File: config.mk
export PLATFORM = sky130hd
export DESIGN_NAME = mux4to1_scan_ctrl
export DESIGN_NICKNAME = d
export VERILOG_FILES = /design/src/rtl/mux4_pkg.sv /design/src/rtl/mux4_dwell_timer.sv /design/src/rtl/mux4to1_scan_ctrl.sv
export SDC_FILE = /design/constraint.sdc
export NUM_CORES = 1
export LEC_CHECK = 0
export ABC_CLOCK_PERIOD_IN_PS = 1800
export CAP_MARGIN = 20
export CORE_UTILIZATION = 44
export CTS_BUF_LIST = sky130_fd_sc_hd__clkbuf_8 sky130_fd_sc_hd__clkbuf_16
export CTS_CLUSTER_SIZE = 8
export DETAILED_ROUTE_END_ITERATION = 10
export PLACE_DENSITY = 0.81
export SYNTH_ARGS = -nofsm -noshare
export SYNTH_HDL_FRONTEND = slang
export SYNTH_SLANG_ARGS = --single-unit
File: constraint.sdc
create_clock -name clk -period 1.8 [get_ports clk]
set_input_delay 0.18 -clock clk [delete_from_list [all_inputs] [get_ports clk]]
set_output_delay 0.18 -clock clk [all_outputs]
set_load 0.01 [all_outputs]
File: src/rtl/mux4_pkg.sv
// Shared types and constants for the 4:1 mux scan controller.
// Imported by the dwell timer and the controller top.
package mux4_pkg;

  typedef enum logic [1:0] {
    IDLE = 2'd0,
    SCAN = 2'd1,
    DONE = 2'd2
  } state_t;

  localparam int NUM_CH = 4;
  localparam int SEL_W  = 2;

  localparam logic [SEL_W-1:0] LAST_CH = SEL_W'(NUM_CH - 1);

  // A single-cycle dwell still needs a 1-bit counter.
  function automatic int cnt_w(input int d);
    return (d > 1) ? $clog2(d) : 1;
  endfunction

endpackage

File: src/rtl/mux4_dwell_timer.sv
// Dwell counter: holds each select value DWELL cycles.
// last is high on the final dwell cycle of the current channel.
module mux4_dwell_timer
  import mux4_pkg::*;
#(
  parameter int DWELL = 2
) (
  input  logic clk,
  input  logic rst_n,
  input  logic clr,
  input  logic en,
  output logic last
);

  localparam int CW = cnt_w(DWELL);
  localparam logic [CW-1:0] TOP = CW'(DWELL - 1);

  logic [CW-1:0] cnt_q;
  logic [CW-1:0] cnt_d;

  assign last = (cnt_q == TOP);

  always_comb begin
    cnt_d = cnt_q;
    if (clr) begin
      cnt_d = '0;
    end else if (en) begin
      cnt_d = last ? '0 : cnt_q + CW'(1);
    end
  end

  always_ff @(posedge clk) begin
    if (!rst_n) begin
      cnt_q <= '0;
    end else begin
      cnt_q <= cnt_d;
    end
  end

endmodule

File: src/rtl/mux4to1_scan_ctrl.sv
// Drives a word onto a 4:1 mux, scans all selects,
// and returns the sampled F per channel plus a mismatch mask.
module mux4to1_scan_ctrl
  import mux4_pkg::*;
#(
  parameter int DWELL = 2
) (
  input  logic       clk,
  input  logic       rst_n,
  input  logic       in_valid,
  output logic       in_ready,
  input  logic [3:0] in_data,
  output logic       A0,
  output logic       A1,
  output logic       A2,
  output logic       A3,
  output logic       S1,
  output logic       S0,
  input  logic       F,
  output logic       busy,
  output logic       out_valid,
  input  logic       out_ready,
  output logic [3:0] out_data,
  output logic [3:0] out_err
);

  state_t state_q;
  state_t state_d;

  logic [SEL_W-1:0]  ch_q;
  logic [SEL_W-1:0]  ch_d;
  logic [NUM_CH-1:0] a_q;
  logic [NUM_CH-1:0] a_d;
  logic [NUM_CH-1:0] data_q;
  logic [NUM_CH-1:0] data_d;
  logic [NUM_CH-1:0] err_q;
  logic [NUM_CH-1:0] err_d;

  logic tmr_clr;
  logic tmr_en;
  logic tmr_last;

  mux4_dwell_timer #(
    .DWELL (DWELL)
  ) u_timer (
    .clk   (clk),
    .rst_n (rst_n),
    .clr   (tmr_clr),
    .en    (tmr_en),
    .last  (tmr_last)
  );

  always_comb begin
    state_d = state_q;
    ch_d    = ch_q;
    a_d     = a_q;
    data_d  = data_q;
    err_d   = err_q;
    tmr_clr = 1'b0;
    tmr_en  = 1'b0;
    unique case (state_q)
      IDLE: begin
        if (in_valid) begin
          a_d     = in_data;
          ch_d    = '0;
          data_d  = '0;
          err_d   = '0;
          tmr_clr = 1'b1;
          state_d = SCAN;
        end
      end
      SCAN: begin
        tmr_en = 1'b1;
        // F only matters on the dwell-final edge.
        if (tmr_last) begin
          data_d[ch_q] = F;
          err_d[ch_q]  = F ^ a_q[ch_q];
          ch_d         = ch_q + SEL_W'(1);
          if (ch_q == LAST_CH) begin
            state_d = DONE;
          end
        end
      end
      DONE: begin
        if (out_ready) begin
          state_d = IDLE;
        end
      end
      default: begin
        state_d = IDLE;
      end
    endcase
  end

  always_ff @(posedge clk) begin
    if (!rst_n) begin
      state_q <= IDLE;
      ch_q    <= '0;
      a_q     <= '0;
      data_q  <= '0;
      err_q   <= '0;
    end else begin
      state_q <= state_d;
      ch_q    <= ch_d;
      a_q     <= a_d;
      data_q  <= data_d;
      err_q   <= err_d;
    end
  end

  assign in_ready  = (state_q == IDLE);
  assign busy      = (state_q == SCAN);
  assign out_valid = (state_q == DONE);

  assign {S1, S0} = busy ? ch_q : '0;

  assign A0 = a_q[0];
  assign A1 = a_q[1];
  assign A2 = a_q[2];
  assign A3 = a_q[3];

  assign out_data = data_q;
  assign out_err  = err_q;

endmodule

==> results of run 1 <==
## worst reg2reg max path, delay by kind of cell, from the launching register on
family,cells,cell delay [ps]
multiplexers,1,570
XOR/XNOR,1,210
AND/OR/NAND/NOR,1,150
flip-flops,1,470
AO/OA/AOI/OAI,1,50
## state kept, by name (all words and copies together), names as in the netlist
name / cells
ch_q: 2
out_data: 4
a_q: 4
state_q: 2
out_err: 4
u_timer.last: 1
## area by class of cell
type | instances | area, um2
fillers | 149 | 573.1
multi-input cells | 67 | 430.4
flip-flops and latches | 17 | 340.3
repair buffers | 28 | 272.8
clock buffers | 3 | 41.29
well taps | 25 | 31.28
inverters | 4 | 15.01
clock inverters | 1 | 3.754
## layer usage
metal,GRT usage (%),routed length [um]
met3,3.673,87
met4,5.455,10
met1,24.87,778
met5,0,0
met2,29.71,837
## synthesized netlist by cell type (all sizes together), types with 2 or more instances
cell type | count | share of area (%)
a21oi | 10 | 6.7
a22oi | 2 | 1.9
and2 | 2 | 1.7
and3 | 3 | 2.3
buf | 3 | 1.7
dfxtp | 17 | 43
ha | 4 | 6.3
inv | 4 | 1.9
nand2 | 13 | 6.1
nand2b | 2 | 1.6
nand3 | 5 | 3.1
nand3b | 2 | 1.9
nand4 | 2 | 1.6
nor2 | 6 | 2.8
nor2b | 2 | 1.6
nor3b | 2 | 1.9
o22ai | 2 | 1.6
## cell families after synthesis
logic type               synth area share (%)
AND/OR/NAND/NOR                         26.41
AO/OA/AOI/OAI                           14.69
flip-flops                              42.50
buffers and inverters                   4.061
adder cells (fa/ha/maj)                 6.250
multiplexers                            4.062
XOR/XNOR                                2.032
## stage by stage
| step | total power, mW | hold WS [ps] | instances |
|---|---|---|---|
| finish | 0.7747 | 464.7 | 145 |
| CTS | 0.7819 | 465.7 | 145 |
| global placement | 0.5099 | 454.9 | 141 |
| global route | 0.8100 | 487.4 | 145 |
| floorplan | 0.4570 | 316.0 | 92 |
| detailed placement | 0.5129 | 456.0 | 141 |
## power breakdown
group	internal [mW]	leakage (nW)	switching, mW
combinational	0.0584	0.263	0.0498
clock	0.151	0.0269	0.119
sequential	0.386	0.138	0.0109
total	0.595	0.428	0.179
## worst min path at each step
stage / start / end / depth (start not counted)
floorplan: in_data[0] / a_q[0] / 2
global placement: out_data[2] / out_data[2] / 2
detailed placement: out_data[2] / out_data[2] / 2
CTS: out_data[2] / out_data[2] / 2
global route: out_err[3] / out_err[3] / 2
finish: out_data[2] / out_data[2] / 2
## timing repair
action                                  4_1_cts  5_1_grt
resized for setup                             0        1
endpoints found under the setup margin        0        3
endpoints found under the hold margin         0        0
==> summary.md, run 1 <==
| Metric | Value |
|---|---|
| Slowest stage delay, CP | approximately 540 ps |
| Largest net degree at the start of global routing | 16 |
| Main flop type after synthesis | dfxtp_1 |
| Remaining global-route overflow | 0 |
| Syn Area/Cell | between 8 and 9 um2 |
| Die H | between 40 and 50 um |
| Clock Latency Late Sink | between 200 and 250 ps |
| Post-route DRC violation count | 0 |
| Slowest library cell on the worst path | clkdlybuf4s50_1 |
| Endpoints failing hold | 0 |
| Worst setup SP type | flop |
| Gp weighted congestion | just under 0.8 |
| Worst reg2reg endpoint | out_err[3] |
| CTS root buffer | clkbuf_8 |
| Commonest non-fill, non-tap cell in the layout | clkdlybuf4s50_1 |
| Cell area after layout | 0.001135 mm2 |
| Post-synthesis sequential area ratio | 42.50% |
| Flop-to-flop setup slack | about 220 ps |
| Yosys cell types | 31 |
| Drt via density | slightly above 5 |
| Worst-path clk slew | about 60 ps |
| Status | finished clean |
| Fin util | between 60% and 70% |
| Area Growth Syn to Fin | 41.72% |
| Max cap viols | 0 |
| # nets final | 134 |
| Final WS setup | ~76 ps |
| Die Wd | between 40 and 50 um |
| Most frequent cells in the layout | 25 x clkdlybuf4s50_1, 17 x dfxtp_1, 13 x nand2_1, 9 x a21oi_1, 6 x nor2_1 |
| Seq cells post-synth | 17 |
| Port bufs | 25 |
| Post-synth ARST share | 0% |
| Netlist Area Pre-Place | 800.8 um2 |
| Crit path arrival time | roughly 1500 ps |
| Initial antenna violation count | 0 |
| Placeable Area | roughly 0.0017 mm2 |
| Top delay family on crit path | buffers and inverters |
| RSZ-0062 raised after global routing | false |
| Post-route ant nets | 0 |
| Crit Path Max Fanout | 8 |
| CTS tree | done |
| Mapped Nets | about 110 |
| Worst slack, placed | approximately 230 ps |
| DP HPWL | about 1.3 mm |
| Post-CTS Setup Bufs | 0 |
| R2r startpoint | ch_q[0] |
| Via count | ~740 |
| Num Clock Sinks | 17 |
| Clock skew | around 2.3 ps |
| Slew Viols, Final | 0 |
| DRT Wirelength | 1.715 mm |
| # IOs | 26 |
| Setup crit end kind | primary output |
| Aggregate global-route resource usage | 18.43% |
| Share of cells above drive strength 1 | 10.83% |
| Vias in the first global route | between 600 and 700 |
| Sum of negative setup slack | 0 ps |
| Worst slew pin tran | approximately 480 ps |
| WL per Instance | approximately 12 um |
| EDFF count, synth | 0 |
| Initial DRC count | 6 |
| CTS Hold Bufs | 0 |
| Slew margin rel. | between 60 and 70% |
| CP Launch Point | state_q[1] |
| Worst R2R Path Depth | 4 |
| Min-Delay Path Class | reg -> reg |
| Initial Utilization | 46.89% |
| Critical path class | reg -> out |
| Ys Warns | 0 |
| Clk buf depth | 2 |
| H-tree depth | 1 |
| Die area | 0.001995 mm2 |
| Row Count | 15 |
| Global-route wire length before repair | about 2.7 mm |
| Peak Freq | roughly 0.58 GHz |
| DRT Pass-1 Iters | 4 |
| Buf/Inv on CP | 2 |
| Tcrit/Tclk final | a little over nine tenths |
| Placed instance area | approximately 0.0011 mm2 |
| Number of diodes | 0 |
| Syn Inst Count | 92 |
| Crit-path cells | nor2b_2 > buf_4 > clkdlybuf4s50_1 |
| Final setup viols | 0 |
| Peak VDD IR | roughly 0.42 mV |
| Worst path depth | 3 |
| Final min period | between 1500 and 2000 ps |
| Setup crit end | busy |
| Num CTS Buffers | 3 |
| Pwr/cell area | just under 700 mW/mm2 |
| Leak | around 0.43 nW |
| WP data required | about 1600 ps |
Note: power is estimated with default switching activity, not from simulation.
==> run 2: changes to the inputs <==
--- a/config.mk
+++ b/config.mk
@@ -11,6 +11,7 @@
 export CTS_BUF_LIST = sky130_fd_sc_hd__clkbuf_8 sky130_fd_sc_hd__clkbuf_16
 export CTS_CLUSTER_SIZE = 8
 export DETAILED_ROUTE_END_ITERATION = 10
+export GPL_TIMING_DRIVEN = 0
 export PLACE_DENSITY = 0.81
 export SYNTH_ARGS = -nofsm -noshare
 export SYNTH_HDL_FRONTEND = slang
==> summary.md, run 2 (synthesis gave the netlist of run 1 again) <==
| Metric | Value |
|---|---|
| Max cap viols | 0 |
| Num CTS Buffers | 3 |
| Remaining global-route overflow | 0 |
| Peak VDD IR | just under 0.5 mV |
| Die Wd | roughly 45 um |
| Aggregate global-route resource usage | a little over 20% |
| Die area | around 0.002 mm2 |
| DRT Pass-1 Iters | 4 |
| Post-CTS Setup Bufs | 0 |
| # IOs | 26 |
| Register Area | around 340 um2 |
| Min-Delay Path Class | reg -> reg |
| Placed instance area | ~0.0011 mm2 |
| Row Count | 15 |
| CTS tree | done |
| Drt via density | slightly above 5 |
| Worst reg2reg endpoint | out_err[3] |
| Num Clock Sinks | 17 |
| H-tree depth | 1 |
| WP data required | 1620 ps |
| Clk buf depth | 2 |
| Post-route DRC violation count | 0 |
| Peak Freq | 0.5829 GHz |
| Top delay family on crit path | buffers and inverters |
| Worst setup SP type | flop |
| Slew Viols, Final | 0 |
| Commonest non-fill, non-tap cell in the layout | clkdlybuf4s50_1 |
| Die H | around 45 um |
| Pwr/cell area | between 600 and 700 mW/mm2 |
| Critical path class | reg -> out |
| Cell area after layout | approximately 0.0011 mm2 |
| Slew margin rel. | between 50% and 60% |
| Worst-path clk slew | 60 ps |
| DRT Wirelength | ~1.8 mm |
| Layout filler cell count | 145 |
| Global-route wire length before repair | 2.856 mm |
| Crit-path cells | nor2b_2 > buf_4 > clkdlybuf4s50_1 |
| Setup crit end kind | primary output |
| DP HPWL | 1.325 mm |
| Hold Path Origin | out_data[2] |
| Gp weighted congestion | ~0.76 |
| # nets final | around 140 |
| Worst slew pin tran | between 600 and 700 ps |
| Clock skew | ~1.5 ps |
| CTS root buffer | clkbuf_8 |
| Port bufs | 25 |
| Share of cells above drive strength 1 | a little over a tenth |
| Tcrit/Tclk final | about 95% |
| Worst Hold Endpoint | out_data[2] |
| Vias in the first global route | roughly 670 |
| Sum of negative setup slack | 0 ps |
| Crit path arrival time | approximately 1500 ps |
| Buf/Inv on CP | 2 |
| Most frequent cells in the layout | 23 x clkdlybuf4s50_1, 16 x dfxtp_1, 13 x nand2_1, 9 x a21oi_1, 6 x nor2_1 |
| Final setup viols | 0 |
| R2r startpoint | ch_q[0] |
| Flop-to-flop setup slack | ~150 ps |
| Number of diodes | 0 |
| Largest net degree at the start of global routing | 11 |
| Crit Path Max Fanout | 10 |
| Slowest stage delay, CP | around 540 ps |
| Final min period | between 1500 and 2000 ps |
| Initial DRC count | 24 |
| Clock Latency Late Sink | ~250 ps |
| Placeable Area | between 0.0015 and 0.002 mm2 |
| Initial Utilization | a little under half |
| Multi-input gate area | ~430 um2 |
| Slowest library cell on the worst path | clkdlybuf4s50_1 |
| RSZ-0062 raised after global routing | false |
| Area Growth Syn to Fin | 41.56% |
| Worst R2R Path Depth | 4 |
| Status | finished clean |
| Worst hold path cell count | 2 |
| Post-route ant nets | 0 |
| Leak | between 0.4 and 0.5 nW |
| WL per Instance | approximately 12 um |
| Endpoints failing hold | 0 |
| Via count | 756 |
| Initial antenna violation count | 0 |
[run 2: cell types whose count changed in the layout (fill, tap and decap cells not counted), sizes merged]
| cell | delta |
|---|---|
| clkbuf | +1 |
| clkdlybuf4s50 | -2 |
| dlygate4sd2 | +2 |
[run 2: worst min-delay path, cell delays in order, from the launching register on]
cell     delay, ps
dfxtp_1        310
nand3_1         60
a21oi_1         50
[run 2: worst max-delay path by stage]
| stage | startpoint | to | cells past startpoint |
|---|---|---|---|
| 3_3_place_gp | in_valid | ch_q[1] | 5 |
| 5_1_grt | state_q[0] | busy | 3 |
| 6_report | state_q[0] | busy | 3 |
| 4_1_cts | state_q[0] | busy | 3 |
| 3_5_place_dp | state_q[0] | S0 | 4 |
| 2_1_floorplan | ch_q[0] | out_err[3] | 4 |
[run 2: routing by layer]
metal	vias to the layer above	global-route usage (%)	wire length, um	part of all wire (%)
li1	375	-	-	-
met1	356	26.38	812	45
met2	19	30.88	884	48
met3	6	3.673	81	4.4
met4	0	11.52	45	2.5
met5	-	0	0	0
[run 2: repair_timing]
item / CTS / global route
endpoints found under the setup margin: 3 / 0
gates resized for setup: 6 / 0
hold buffers: 0 / 0
[run 2: cell type report]
class / count / share of cell area (%)
multi-input combinational: 67 / 37.97
sequential: 17 / 30.35
timing repair buffer: 25 / 21.85
clock buffer: 3 / 3.642
tap: 25 / 2.759
buffer: 4 / 1.766
inverter: 4 / 1.325
clock inverter: 1 / 0.3311
[run 2: power by group]
part | internal [mW] | total (mW) | switching, mW
clock network | 0.151 | 0.274 | 0.123
logic | 0.0564 | 0.108 | 0.0517
registers | 0.386 | 0.396 | 0.00959
total | 0.593 | 0.778 | 0.185
[run 2: stage by stage]
stage	cells	setup WS, ps	utilization [%]	hold slack [ps]	total power [mW]
2_1_floorplan	92	350.0	-	316.0	0.4570
3_3_place_gp	142	127.1	63.37	452.6	0.5079
3_5_place_dp	142	40.09	63.37	454.4	0.5107
4_1_cts	146	94.75	66.37	463.3	0.7857
5_1_grt	146	21.77	66.37	486.0	0.8092
6_report	146	84.39	66.37	459.3	0.7780
